[src/rtl/serial_frame_pkg.sv]
// Shared framing definitions for the serial frame receiver and transmitter.
// Latency: none (types and constants only).
// Backpressure: not applicable.
package serial_frame_pkg;

    typedef enum logic [1:0] {
        IDLE   = 2'd0,
        DATA   = 2'd1,
        PARITY = 2'd2,
        STOP   = 2'd3
    } state_t;

    localparam int   DEFAULT_WIDTH = 16;
    localparam logic START_BIT     = 1'b0;
    localparam logic STOP_BIT      = 1'b1;
    localparam logic IDLE_LEVEL    = 1'b1;

    // Bit counter must hold values 0..width inclusive.
    function automatic int cnt_width(input int width);
        return $clog2(width + 1);
    endfunction

endpackage

[src/rtl/rx_hold_reg.sv]
// One-entry valid/ready holding register for a received word and its error flags.
// Latency: word visible the cycle after load; a same-edge accept lets a new load through.
// Backpressure: a load while full and not draining is dropped and overrun pulses one cycle.
module rx_hold_reg #(
    parameter int WIDTH = 16
) (
    input  logic             clk,
    input  logic             rst_n,
    input  logic             load,
    input  logic [WIDTH-1:0] load_dat,
    input  logic             load_perr,
    input  logic             load_ferr,
    output logic [WIDTH-1:0] p_dout,
    output logic             dout_valid,
    input  logic             dout_ready,
    output logic             parity_err,
    output logic             frame_err,
    output logic             overrun
);

    logic accept;
    logic take;

    assign accept = dout_valid & dout_ready;
    assign take   = load & (~dout_valid | dout_ready);

    always_ff @(posedge clk or negedge rst_n) begin
        if (!rst_n) begin
            p_dout     <= '0;
            dout_valid <= 1'b0;
            parity_err <= 1'b0;
            frame_err  <= 1'b0;
            overrun    <= 1'b0;
        end else begin
            overrun <= load & ~take;
            if (take) begin
                p_dout     <= load_dat;
                parity_err <= load_perr;
                frame_err  <= load_ferr;
                dout_valid <= 1'b1;
            end else if (accept) begin
                dout_valid <= 1'b0;
            end
        end
    end

endmodule

[src/rtl/serial_frame_rx.sv]
// Framed serial-to-parallel receiver: start, WIDTH data bits, even parity, stop.
// Latency: word valid the cycle after the stop-bit sample (WIDTH+3 enabled edges from start).
// Backpressure: one-entry holding register; frames completing while it is full are dropped with overrun.
module serial_frame_rx
    import serial_frame_pkg::*;
#(
    parameter int WIDTH = DEFAULT_WIDTH
) (
    input  logic             clk,
    input  logic             rst_n,
    input  logic             s_din,
    input  logic             s_en,
    input  logic             msb_first,
    output logic [WIDTH-1:0] p_dout,
    output logic             dout_valid,
    input  logic             dout_ready,
    output logic             parity_err,
    output logic             frame_err,
    output logic             overrun,
    output logic             busy
);

    localparam int CNT_W = cnt_width(WIDTH);

    state_t           state, state_nxt;
    logic [CNT_W-1:0] cnt, cnt_nxt;
    logic [WIDTH-1:0] sreg, sreg_nxt;
    logic             msb_lat, msb_nxt;
    logic             perr, perr_nxt;
    logic             frame_done;
    logic             stop_err;

    always_ff @(posedge clk or negedge rst_n) begin
        if (!rst_n) begin
            state   <= IDLE;
            cnt     <= '0;
            sreg    <= '0;
            msb_lat <= 1'b0;
            perr    <= 1'b0;
        end else begin
            state   <= state_nxt;
            cnt     <= cnt_nxt;
            sreg    <= sreg_nxt;
            msb_lat <= msb_nxt;
            perr    <= perr_nxt;
        end
    end

    always_comb begin
        state_nxt  = state;
        cnt_nxt    = cnt;
        sreg_nxt   = sreg;
        msb_nxt    = msb_lat;
        perr_nxt   = perr;
        frame_done = 1'b0;
        stop_err   = 1'b0;
        if (s_en) begin
            case (state)
                IDLE: begin
                    if (s_din == START_BIT) begin
                        state_nxt = DATA;
                        cnt_nxt   = '0;
                        msb_nxt   = msb_first;
                    end
                end
                DATA: begin
                    sreg_nxt = msb_lat ? {sreg[WIDTH-2:0], s_din} : {s_din, sreg[WIDTH-1:1]};
                    cnt_nxt  = cnt + 1'b1;
                    if (cnt == CNT_W'(WIDTH - 1)) begin
                        state_nxt = PARITY;
                    end
                end
                PARITY: begin
                    perr_nxt  = s_din ^ (^sreg);
                    state_nxt = STOP;
                end
                STOP: begin
                    // Always return to IDLE: a low stop bit is a framing error, not a new start.
                    frame_done = 1'b1;
                    stop_err   = (s_din != STOP_BIT);
                    state_nxt  = IDLE;
                end
                default: state_nxt = IDLE;
            endcase
        end
    end

    assign busy = (state != IDLE);

    rx_hold_reg #(
        .WIDTH (WIDTH)
    ) u_hold (
        .clk        (clk),
        .rst_n      (rst_n),
        .load       (frame_done),
        .load_dat   (sreg),
        .load_perr  (perr),
        .load_ferr  (stop_err),
        .p_dout     (p_dout),
        .dout_valid (dout_valid),
        .dout_ready (dout_ready),
        .parity_err (parity_err),
        .frame_err  (frame_err),
        .overrun    (overrun)
    );

endmodule

[config.mk]
export PLATFORM = sky130hd
export DESIGN_NAME = serial_frame_rx
export DESIGN_NICKNAME = d
export VERILOG_FILES = /design/src/rtl/serial_frame_pkg.sv /design/src/rtl/rx_hold_reg.sv /design/src/rtl/serial_frame_rx.sv
export SDC_FILE = /design/constraint.sdc
export NUM_CORES = 1
export LEC_CHECK = 0
export CORE_AREA = 3 3 69 71
export CTS_CLUSTER_SIZE = 16
export DETAILED_ROUTE_END_ITERATION = 16
export DIE_AREA = 0 0 72 74
export GPL_TIMING_DRIVEN = 0
export PLACE_DENSITY = 0.81
export SYNTH_ARGS = -nofsm -noshare
export SYNTH_HDL_FRONTEND = slang
export SYNTH_HIERARCHICAL = 1
export SYNTH_SLANG_ARGS = --single-unit
[constraint.sdc]
create_clock -name clk -period 2 [get_ports clk]
set_input_delay 0.3 -clock clk [delete_from_list [all_inputs] [get_ports clk]]
set_output_delay 0.3 -clock clk [all_outputs]
set_load 0.01 [all_outputs]
### After elaboration in Yosys (flattened, before gate mapping)

Index checks and enable logic that the tools add are counted.

| storage, ports and cells | value |
|---|---|
| bits in latches | 0 |
| input port bits | 6 |
| memory bits (writable) | 0 |
| bits in read-only memories | 0 |
| memories kept | 0 |
| flip-flop bits (word level) | 45 |

| operators by class | value |
|---|---|
| reductions and logical operators | 10 |
| shift-type cells | 0 |
| multiplexer cells | 12 |
| bitwise logic cells | 8 |
| $lt $le $gt $ge | 0 |
| eq/ne operators | 6 |
| $add $sub $neg | 1 |
| divide/modulo/power cells | 0 |
| multipliers | 0 |

Operators by type and width:

| kind | count |
|---|---|
| two-way mux 16 bit | 1 |
| parity 16 bit | 1 |
| one-hot mux 5 bit (2 select lines) | 1 |
| AND reduction 3 bit | 3 |
| one-hot mux 2 bit (4 select lines) | 1 |
| two-way mux 1 bit | 6 |
| nonzero test 2 bit | 3 |
| adder 5 x 1 -> 5 bit, second input constant | 1 |
| == test 5 x 4 -> 1 bit, second input constant | 1 |
| two-way mux 5 bit | 1 |
| == test 2 bit, second input constant | 2 |
| two-way mux 2 bit | 2 |
| != test 2 bit, second input constant | 2 |
| AND reduction 2 bit | 2 |
| AND 1 bit | 3 |
| inverter 1 bit | 3 |
| == test 2 x 1 -> 1 bit, second input constant | 1 |
| zero test 2 bit | 1 |
| bitwise OR 1 bit | 1 |
| bitwise XOR 1 bit | 1 |

### Longest topological paths before layout

| logic depth | value |
|---|---|
| depth after elaboration | 6 |
| gate-level depth with buffers | 8 |
| depth with buffers taken out | 7 |

### By module

The synthesis kept the hierarchy.

Modules (own cells, without submodules):

| module | instances | area an instance (um2) | seq. area each (um2) | cells each |
|---|---|---|---|---|
| serial_frame_rx | 1 | 1477.7 | 625.6 | 148 |
| rx_hold_reg | 1 | 797.0 | 500.5 | 44 |

### Worst setup path before layout

Ideal clock, no wire load.

| path | value |
|---|---|
| path kind | register -> register |
| start point | reg state[0] |
| end point | reg state[1] |
| cell stages (with the launch flop) | 8 |
| slack | 268 ps |
| arrival | 1607 ps |
| cells stage by stage | dfrtp_1 > inv_1 > ha_1 > clkbuf_1 > nand2_1 > and2_1 > o21ai_0 > mux2_2 |

| on the way | value |
|---|---|
| longest elaborated chain between the ends | 3 |
| elaborated cells on any way between the ends | 8 |
| classes of those cells | 5 x eq/ne; 1 x mux; 2 x reduce/logical |

Ends and longest elaborated chain:

| element | line | source |
|---|---|---|
| start, declared | serial_frame_rx.sv:25 | `state_t state, state_nxt;` |
| start signal, assigned | serial_frame_rx.sv:41 | `state <= state_nxt;` |
| == test 2 x 1 -> 1 bit / zero test 2 bit (equally long branches) | serial_frame_rx.sv:58 | `case (state)` |
| != test 2 bit (no source line) | - |  |
| AND reduction 3 bit (no source line) | - |  |

Several ways; a longest one is shown, not always the timed one.
A chain may end at the register's enable or synchronous reset.

### Worst setup path in the final report

| path | value |
|---|---|
| start point | reg state[1] |
| end point | out busy |

| on the way | value |
|---|---|
| longest elaborated chain between the ends | 1 |

Ends and longest elaborated chain:

| element | line | source |
|---|---|---|
| nonzero test 2 bit | serial_frame_rx.sv:88 | `assign busy = (state != IDLE);` |
| end, declared | serial_frame_rx.sv:20 | `output logic busy` |

Every way passes these cells.

==> flow_summary.json <==
{
  "wl_per_cell_um": 14.8,
  "multi_input_area_um2": 1080,
  "synthTopCellsByCount": "45 x dfrtp_1, 20 x nor2_1, 19 x a21oi_1",
  "fin_cells": 275,
  "cts_sinks": 45,
  "core_region_area_um2": 4290,
  "synthCells": 192,
  "rsz0062_at_grt": "false",
  "synth_top_family_by_area": "multiplexers",
  "nFillCells": 329,
  "ys_types": 36,
  "antenna_found_initial": 0,
  "clock.fmax_ghz": 0.519,
  "leakagePower_uw": 0.00116,
  "synth_most_common_cell": "dfrtp_1",
  "synth_area_leaders": "dfrtp_1 50%, mux2i_1 7.5%, mux2_4 6.6%",
  "fin_setup_tns_ns": 0,
  "worstHoldStart": "s_din",
  "crit_fanout": 8,
  "gr-total-overflow": 0,
  "io_pins": 27,
  "drv_cap": 0,
  "synth_top_area_share": 0.495,
  "portBuffers": 25,
  "syn_area_um2": 2270,
  "synth-simple-area-share": 0.0919,
  "cp.arrival_ns": 1.63,
  "syn_area_per_cell_um2": 11.8,
  "area_growth_pct": 18.5,
  "antenna_cells": 0,
  "drive_above_1_share": 0.179,
  "worstSetupEndpointType": "output pin",
  "slew_viol_final": 0,
  "relSlewSlack": 0.717,
  "grt_pass1_vias": 1554,
  "path_class": "register to output pin",
  "setup_ws_ns": 0.0747,
  "ys_async_sr_fraction": 1.00,
  "grt_pass1_wl_mm": 7.18,
  "cts_inserted_buffers": 5,
  "synth_seq_cells": 45,
  "status": "finished clean",
  "cts_max_path_buffers": 2,
  "yosysSeqAreaShare": 0.495,
  "rr_startpoint": "state[1]",
  "wl_mm": 4.07,
  "critPathLaunchType": "register",
  "synth-edff-count": 0,
  "yosys.area.top_type": "dfrtp_1",
  "post-place-ws_ns": -0.166,
  "worst_pin_slew_ns": 0.425,
  "floorplan.initialDensity": 0.530,
  "crit_start": "state[1]",
  "clk_pin_slew_ns": 0.07,
  "fin_nets": 237,
  "synth_compound_area_frac": 0.0765,
  "post-route-period-util": 0.963,
  "grt_usage": 0.175,
  "dp.cells": 270,
  "num_rows": 24,
  "dr.pass1.iters": 4,
  "period_needed_ns": 1.93,
  "synth_fa_ha_area_frac": 0.0385,
  "drc_errors": 0,
  "vias": 1478,
  "insertion_delay_ns": 0.29,
  "hp-class": "input pin to register",
  "synth_mux_area_frac": 0.190,
  "grt_max_degree": 29,
  "viasPerCell": 5.37,
  "ir_worst_vdd_mv": 0.712,
  "synth-main-ff-cell": "dfrtp_1",
  "die_w_um": 72,
  "yosys.area_share.xor_xnor": 0.0704,
  "crit_required_ns": 1.70,
  "seq_area_um2": 1130,
  "h-tree-depth": 2,
  "yosysWarningCount": 6,
  "gp_congestion": 0.769,
  "fp.dieArea_um2": 5330,
  "setup_viol": 0,
  "synth.net_count": 205,
  "ant_nets": 0,
  "cts_tree": "done",
  "die_h_um": 74,
  "post-route-cell-area_um2": 2700,
  "first_iter_violations": 87,
  "skew_ns": 0.00750,
  "hold_viol": 0,
  "powerDensity_nw_per_um2": 1650,
  "place_hpwl_mm": 2.85,
  "root_buffer": "clkbuf_8",
  "placed_area_um2": 2610
}
==> per-stage QoR <==
step | utilization | hold WS (ns) | total power (uW)
after global routing | 0.628 | 0.418 | 4800
after global placement | 0.603 | 0.473 | 3850
after CTS | 0.626 | 0.398 | 4480
after detailed placement | 0.607 | 0.262 | 3940
after floorplan | - | 0.00441 | 3250
final | 0.628 | 0.402 | 4440
==> layout by cell type (no fill, tap or decap), types with 2 or more instances in the layout <==
master	Yosys	routed
dfrtp_1	45	45
clkdlybuf4s50_1	0	24
nor2_1	20	20
a21oi_1	19	19
mux2i_1	17	17
xnor2_1	11	11
mux2_2	10	10
mux2_4	10	10
inv_1	7	7
nand2_1	6	6
ha_1	7	6
buf_2	4	5
clkbuf_8	0	5
o21ai_0	5	4
and2_1	3	3
nand3b_1	2	2
o21ai_1	1	2
nand3_1	2	2
o221ai_1	2	2
buf_12	1	2
==> what timing repair did <==
action | CTS | global route
gates cloned | 0 | 0
hold endpoints to repair | 17 | 0
hold buffers | 1 | 0
gates resized for setup | 2 | 2
setup buffers | 0 | 0
endpoints found under the setup margin | 12 | 17
==> metal layers <==
metal,global-route usage,share of wire
met1,0.216,0.46
met3,0.0446,0.033
met5,0,0
met2,0.305,0.50
met4,0.0501,0.013
==> registers in the layout (all words and copies together), names as in the netlist, 2 cells and up <==
register       count
cnt                5
sreg              16
state              2
u_hold/p_dout     16
==> layout make-up <==
| type | instances | area share |
|---|---|---|
| Inverter | 7 | 0.00975 |
| Sequential cell | 45 | 0.418 |
| Buffer | 7 | 0.0195 |
| Multi-Input combinational cell | 131 | 0.399 |
| Clock buffer | 5 | 0.0255 |
| Clock inverter | 1 | 0.00186 |
| Timing Repair Buffer | 27 | 0.102 |
| Tap cell | 52 | 0.0241 |
==> final timing paths <==
kind	to	depth (start not counted)	slack (ns)
setup / recovery	busy	4	0.07
hold / removal	cnt[4]	4	0.40
setup reg to reg	sreg[5]	6	0.16
hold reg to reg	u_hold/p_dout[15]	1	0.51
max in group asynchronous	cnt[4]	3	1.05
min in group asynchronous	u_hold/p_dout[10]	2	0.46
==> power breakdown <==
group | internal (uW) | switching (uW)
registers | 1280 | 348
logic | 1310 | 994
clock network | 230 | 283
==> worst max-delay path, stage by stage, from the launching register on <==
cell and delay [ns]:
dfrtp_1 0.40, inv_1 0.12, ha_4 0.21, inv_1 0.07, clkdlybuf4s50_1 0.53
==> cells by family (layout without fill, tap and decap cells) <==
family,count (synthesis),in the layout
compound gates,31,31
xor+xnor,15,15
fa+ha+maj,7,7
buf+inv,16,47
flops,45,45
mux,37,37
simple gates,41,41
Note: power is estimated with default switching activity, not from simulation.
